### src/rtl/pipeline_hazard_ctrl_pkg.sv
// Shared constants and types for the pipeline hazard controller.
package pipeline_hazard_ctrl_pkg;

    // Register-file address width used across the core
    localparam int REGISTER_FILE_ADDRESS_LEN = 4;

    // EXE operand mux select encodings
    localparam logic [1:0] FWD_REG = 2'b00;
    localparam logic [1:0] FWD_MEM = 2'b01;
    localparam logic [1:0] FWD_WB  = 2'b10;

    // SRAM wait tracking states
    typedef enum logic {
        RUN  = 1'b0,
        WAIT = 1'b1
    } state_t;

endpackage

### src/rtl/pipeline_hazard_ctrl_fwd_select_unit.sv
// Per-operand forwarding select: MEM result beats WB result, else register file.
module fwd_select_unit
    import pipeline_hazard_ctrl_pkg::*;
#(
    parameter int REG_ADDR_W = REGISTER_FILE_ADDRESS_LEN
) (
    input  logic                  fwd_en,
    input  logic [REG_ADDR_W-1:0] exe_src,
    input  logic [REG_ADDR_W-1:0] mem_dest,
    input  logic                  mem_wb_en,
    input  logic [REG_ADDR_W-1:0] wb_dest,
    input  logic                  wb_wb_en,
    output logic [1:0]            sel
);

    // Priority compare of the EXE source against the younger producers first
    always_comb begin
        sel = FWD_REG;
        if (fwd_en) begin
            if ((exe_src == mem_dest) && mem_wb_en) begin
                sel = FWD_MEM;
            end else if ((exe_src == wb_dest) && wb_wb_en) begin
                sel = FWD_WB;
            end
        end
    end

endmodule

### src/rtl/pipeline_hazard_ctrl.sv
// Central pipeline controller: stall, flush, freeze, forwarding selects,
// stall-cycle performance counter and sticky SRAM timeout flag.
module pipeline_hazard_ctrl
    import pipeline_hazard_ctrl_pkg::*;
#(
    parameter int REG_ADDR_W  = REGISTER_FILE_ADDRESS_LEN,
    parameter int STALL_CNT_W = 16,
    parameter int MEM_TIMEOUT = 64,
    parameter int TIMEOUT_W   = 8
) (
    input  logic                   clk,
    input  logic                   rst,
    input  logic                   fwd_en,
    input  logic [REG_ADDR_W-1:0]  id_src_1,
    input  logic [REG_ADDR_W-1:0]  id_src_2,
    input  logic                   id_two_src,
    input  logic [REG_ADDR_W-1:0]  exe_dest,
    input  logic                   exe_wb_en,
    input  logic                   exe_mem_r_en,
    input  logic [REG_ADDR_W-1:0]  exe_src_1,
    input  logic [REG_ADDR_W-1:0]  exe_src_2,
    input  logic [REG_ADDR_W-1:0]  mem_dest,
    input  logic                   mem_wb_en,
    input  logic [REG_ADDR_W-1:0]  wb_dest,
    input  logic                   wb_wb_en,
    input  logic                   branch_taken,
    input  logic                   mem_busy,
    output logic                   hazard,
    output logic                   flush,
    output logic                   freeze,
    output logic [1:0]             sel_src_1,
    output logic [1:0]             sel_src_2,
    output logic [STALL_CNT_W-1:0] stall_cycles,
    output logic                   timeout_err
);

    localparam logic [TIMEOUT_W-1:0] TIMEOUT_VAL = TIMEOUT_W'(MEM_TIMEOUT);

    // run_q is cleared asynchronously by reset and set on the first edge
    // after release; it masks every control output so reset takes effect
    // without a clock and release is synchronous.
    logic                   run_q, run_d;
    state_t                 state_q, state_d;
    logic [TIMEOUT_W-1:0]   wait_cnt_q, wait_cnt_d;
    logic [STALL_CNT_W-1:0] stall_q, stall_d;
    logic                   timeout_q, timeout_d;

    logic       m1, m2, load_use, raw;
    logic [1:0] fwd_sel_1, fwd_sel_2;

    fwd_select_unit #(.REG_ADDR_W(REG_ADDR_W)) u_fwd_1 (
        .fwd_en    (fwd_en),
        .exe_src   (exe_src_1),
        .mem_dest  (mem_dest),
        .mem_wb_en (mem_wb_en),
        .wb_dest   (wb_dest),
        .wb_wb_en  (wb_wb_en),
        .sel       (fwd_sel_1)
    );

    fwd_select_unit #(.REG_ADDR_W(REG_ADDR_W)) u_fwd_2 (
        .fwd_en    (fwd_en),
        .exe_src   (exe_src_2),
        .mem_dest  (mem_dest),
        .mem_wb_en (mem_wb_en),
        .wb_dest   (wb_dest),
        .wb_wb_en  (wb_wb_en),
        .sel       (fwd_sel_2)
    );

    // Hazard detection and prioritised freeze > flush > hazard outputs
    always_comb begin
        m1 = ((id_src_1 == exe_dest) && exe_wb_en) ||
             ((id_src_1 == mem_dest) && mem_wb_en);
        m2 = id_two_src &&
             (((id_src_2 == exe_dest) && exe_wb_en) ||
              ((id_src_2 == mem_dest) && mem_wb_en));
        load_use = exe_mem_r_en && exe_wb_en &&
                   ((id_src_1 == exe_dest) ||
                    (id_two_src && (id_src_2 == exe_dest)));
        raw = fwd_en ? load_use : (m1 || m2);

        freeze    = run_q && mem_busy;
        flush     = run_q && branch_taken && !mem_busy;
        hazard    = run_q && raw && !mem_busy && !branch_taken;
        sel_src_1 = run_q ? fwd_sel_1 : FWD_REG;
        sel_src_2 = run_q ? fwd_sel_2 : FWD_REG;
    end

    // SRAM wait FSM, saturating wait counter, sticky timeout and stall counter
    always_comb begin
        run_d      = 1'b1;
        state_d    = state_q;
        wait_cnt_d = wait_cnt_q;
        stall_d    = stall_q;

        case (state_q)
            RUN: begin
                if (freeze) begin
                    state_d    = WAIT;
                    wait_cnt_d = TIMEOUT_W'(1);
                end
            end
            WAIT: begin
                if (freeze) begin
                    if (wait_cnt_q != TIMEOUT_VAL) begin
                        wait_cnt_d = wait_cnt_q + TIMEOUT_W'(1);
                    end
                end else begin
                    state_d    = RUN;
                    wait_cnt_d = '0;
                end
            end
            default: begin
                state_d    = RUN;
                wait_cnt_d = '0;
            end
        endcase

        timeout_d = timeout_q || (wait_cnt_d == TIMEOUT_VAL);

        if ((hazard || freeze) && (stall_q != {STALL_CNT_W{1'b1}})) begin
            stall_d = stall_q + STALL_CNT_W'(1);
        end
    end

    // State registers with asynchronous active-low reset
    always_ff @(posedge clk or negedge rst) begin
        if (!rst) begin
            run_q      <= 1'b0;
            state_q    <= RUN;
            wait_cnt_q <= '0;
            stall_q    <= '0;
            timeout_q  <= 1'b0;
        end else begin
            run_q      <= run_d;
            state_q    <= state_d;
            wait_cnt_q <= wait_cnt_d;
            stall_q    <= stall_d;
            timeout_q  <= timeout_d;
        end
    end

    assign stall_cycles = stall_q;
    assign timeout_err  = timeout_q;

endmodule

### config.mk
export PLATFORM = sky130hd
export DESIGN_NAME = pipeline_hazard_ctrl
export DESIGN_NICKNAME = d
export VERILOG_FILES = /design/src/rtl/pipeline_hazard_ctrl_pkg.sv /design/src/rtl/pipeline_hazard_ctrl_fwd_select_unit.sv /design/src/rtl/pipeline_hazard_ctrl.sv
export SDC_FILE = /design/constraint.sdc
export NUM_CORES = 1
export LEC_CHECK = 0
export BUFFER_PORTS_ARGS = -buffer_cell sky130_fd_sc_hd__clkbuf_2
export CORE_ASPECT_RATIO = 0.7
export CORE_MARGIN = 2
export CORE_UTILIZATION = 42
export CTS_BUF_LIST = sky130_fd_sc_hd__clkbuf_4 sky130_fd_sc_hd__clkbuf_8
export CTS_CLUSTER_SIZE = 8
export DETAILED_ROUTE_END_ITERATION = 8
export PLACE_DENSITY = 0.74
export SLEW_MARGIN = 20
export SYNTH_ARGS = -nofsm -noshare
export SYNTH_HDL_FRONTEND = slang
export SYNTH_SLANG_ARGS = --single-unit
### constraint.sdc
create_clock -name clk -period 2 [get_ports clk]
set_input_delay 0.4 -clock clk [delete_from_list [all_inputs] [get_ports clk]]
set_output_delay 0.4 -clock clk [all_outputs]
set_load 0.01 [all_outputs]
==> flow_summary.toml <==
[run_status]
status = "complete, no violations"

[timing]
fin_ws_ns = 0.00654
fin_skew_ns = 0.00608
finalCritPeriodShare = 0.997
relSlewSlack = 0.537
min_period_ns = 1.99
slew_viol_final = 0
max_freq_ghz = 0.502
rsz0062_at_grt = "true"
setup_violations = 0
hold_ws_ns = 0.159
hold_viol_final = 0
worstMarginPinSlew_ns = 0.694

[synthesis]
synth_area_um2 = 1850
synth.most_common_cell = "xnor2_1"
synth_area_leaders = "dfrtp_1, xnor2_1, xor2_1"
synth_edf_count = 0
ys_types = 37
postSynth.asyncResetShare = 1.00
synthFlopType = "dfrtp_1"
yosysWarnings = 0
yosysSeqAreaShare = 0.366
avgSynthCellArea_um2 = 9.33
synth_common_cells = "xnor2_1, dfrtp_1, nand3_1, xor2_1, nor2_1"
syn-num-nets = 239
ys_ff_latch = 27
synth_top_area_share = 0.366
synthCells = 198
synth_top_cell_by_area = "dfrtp_1"

[floorplan]
start_util = 0.432
die_h_um = 59.5
rows = 20
io_pins = 62
chipWidth_um = 83.3
core_area_um2 = 4280
dieArea_um2 = 4950

[worst_setup_path]
critPathArrivalTime_ns = 2.16
slowest_stage = "dfrtp_1"
crit_path_end_kind = "register"
cp_cell_sequence = "inv_1, ha_1, nor4b_4, nand3_2, buf_4, xnor2_2, o22ai_2, nand3b_1, o41ai_2"
path_class = "reg2reg"
crit_path_max_incr_delay_ns = 0.38
critPathMaxFanout = 3
cp.required_ns = 2.17
crit_path_start_kind = "register"

[routing]
detail_route.wl_per_cell_um = 14.2
viasPerCell = 5.24
drt-total-wl_mm = 4.72
drtIter0Drc = 76
drt_pass1_iterations = 4
postRouteAntennaNets = 0
drc_errors = 0
vias = 1744

[global_routing]
grt_max_degree = 28
first_global_vias = 1707
grt_pass1_wl_mm = 7.80
grt_overflow = 0
track_usage = 0.195
antenna_found_initial = 0

[flow_run]
maxCapViolCount = 0

[power]
worst_ir_drop_vdd_v = 0.000607
combPwrFrac = 0.343
p_clk_frac = 0.212
power.switching_w = 0.000507
p_seq_frac = 0.445
p_leak_nw = 1.15
p_int_w = 0.00101
p_total_w = 0.00152
p_sw_frac = 0.335
powerDensity_nw_per_um2 = 622

[clock_tree]
cts-hold-fix-buffers = 0
clk_path_buf_depth = 2
root_buffer = "clkbuf_8"
cts_buffers = 3
cts.clk_slew.worst_paths_ns = 0.09
tritoncts = "done"
clock_latency_ns = 0.27
cts.sinks = 27
cts_max_level = 1

[place]
hpwlAfterDp_mm = 3.68
gp_congestion = 0.894
io_buffers = 61
post-place-ws_ns = -0.0571
dpl-instance-area_um2 = 2320

[final_layout]
nets = 320
syn2layout_area_growth_pct = 31.8
diodes = 0
final_area_um2 = 2440
drive_gt1_frac = 0.374

[min_path]
hold_path_class = "in2async"
## registers in the layout, summed over array words and instances, names as in the netlist
signal / cells
run_q: 1
wait_cnt_q: 8
state_q: 1
stall_cycles: 16
timeout_err: 1
## per-stage QoR
stage | util | cells | setup TNS [ns]
floorplan | - | 198 | 0
global placement | 0.542 | 328 | 0
detailed placement | 0.542 | 328 | -0.143
CTS | 0.556 | 332 | 0
global route | 0.569 | 333 | -0.118
finish | 0.569 | 333 | 0
## routing by layer
metal	GRT usage	vias to the layer above	wire, um
met5	0	-	0
li1	-	859	-
met3	0.0376	0	211
met4	0.0211	0	0
met2	0.356	47	2310
met1	0.254	838	2200
## cells by family (layout without fill, tap and decap cells)
| logic type | count (synthesis) | count (layout) | synth area share |
|---|---|---|---|
| multiplexers | 2 | 2 | 0.0122 |
| buffers and inverters | 11 | 91 | 0.0305 |
| AND/OR/NAND/NOR | 77 | 77 | 0.238 |
| flip-flops | 27 | 27 | 0.366 |
| adder cells (fa/ha/maj) | 3 | 3 | 0.0203 |
| other | 1 | 1 | 0.00203 |
| XOR/XNOR | 45 | 45 | 0.217 |
| AO/OA/AOI/OAI | 32 | 32 | 0.114 |
## layout by cell type (no fill, tap or decap), types with 3 or more instances in the layout
cell type  count
clkbuf_2      61
xnor2_1       27
dfrtp_1       27
buf_4         17
xor2_1        16
nand3_1       15
nand2_1       14
nor2_1        14
inv_1          9
o21ai_0        8
and3_1         5
a31oi_1        5
nand4_1        5
nor3_2         5
o21ai_1        4
nor4_2         4
a21oi_1        3
ha_1           3
clkbuf_8       3
## power groups by stage
stage,Combinational (W),Sequential (W),Clock [W]
6_report,0.000520,0.000675,0.000321
4_1_cts,0.000508,0.000676,0.000325
2_1_floorplan,0.000223,0.000727,0
3_5_place_dp,0.000504,0.000687,0
5_1_grt,0.000572,0.000685,0.000347
3_3_place_gp,0.000498,0.000683,0
## worst max-delay path, delay by kind of cell, from the launching register on
family,cells,cell delay [ns]
xor+xnor,1,0.13
compound gates,2,0.40
flops,1,0.38
simple gates,3,0.57
fa+ha+maj,1,0.15
buf+inv,2,0.26
## area by class of cell
class                           count  area (um2)
Fill cell                         393        1840
Tap cell                           55        68.8
Sequential cell                    27         676
Timing Repair Buffer               78         433
Clock buffer                        4        48.8
Multi-Input combinational cell    160        1180
Inverter                            9        33.8
## final timing paths
kind                                   end  cells past startpoint           from  slack, ns
min in group clk               timeout_err                      2    timeout_err       0.46
setup reg to reg               timeout_err                      9  wait_cnt_q[1]      0.007
hold reg to reg                timeout_err                      2    timeout_err       0.46
setup / recovery               timeout_err                      9  wait_cnt_q[1]      0.007
hold / removal             stall_cycles[2]                      1            rst       0.16
max in group asynchronous    wait_cnt_q[6]                      1            rst       1.40
## timing repair
item | 4_1_cts | 5_1_grt
resized for setup | 2 | 11
pin swaps | 0 | 3
setup endpoints to repair | 1 | 7
setup buffers | 0 | 1
Note: power is estimated with default switching activity, not from simulation.
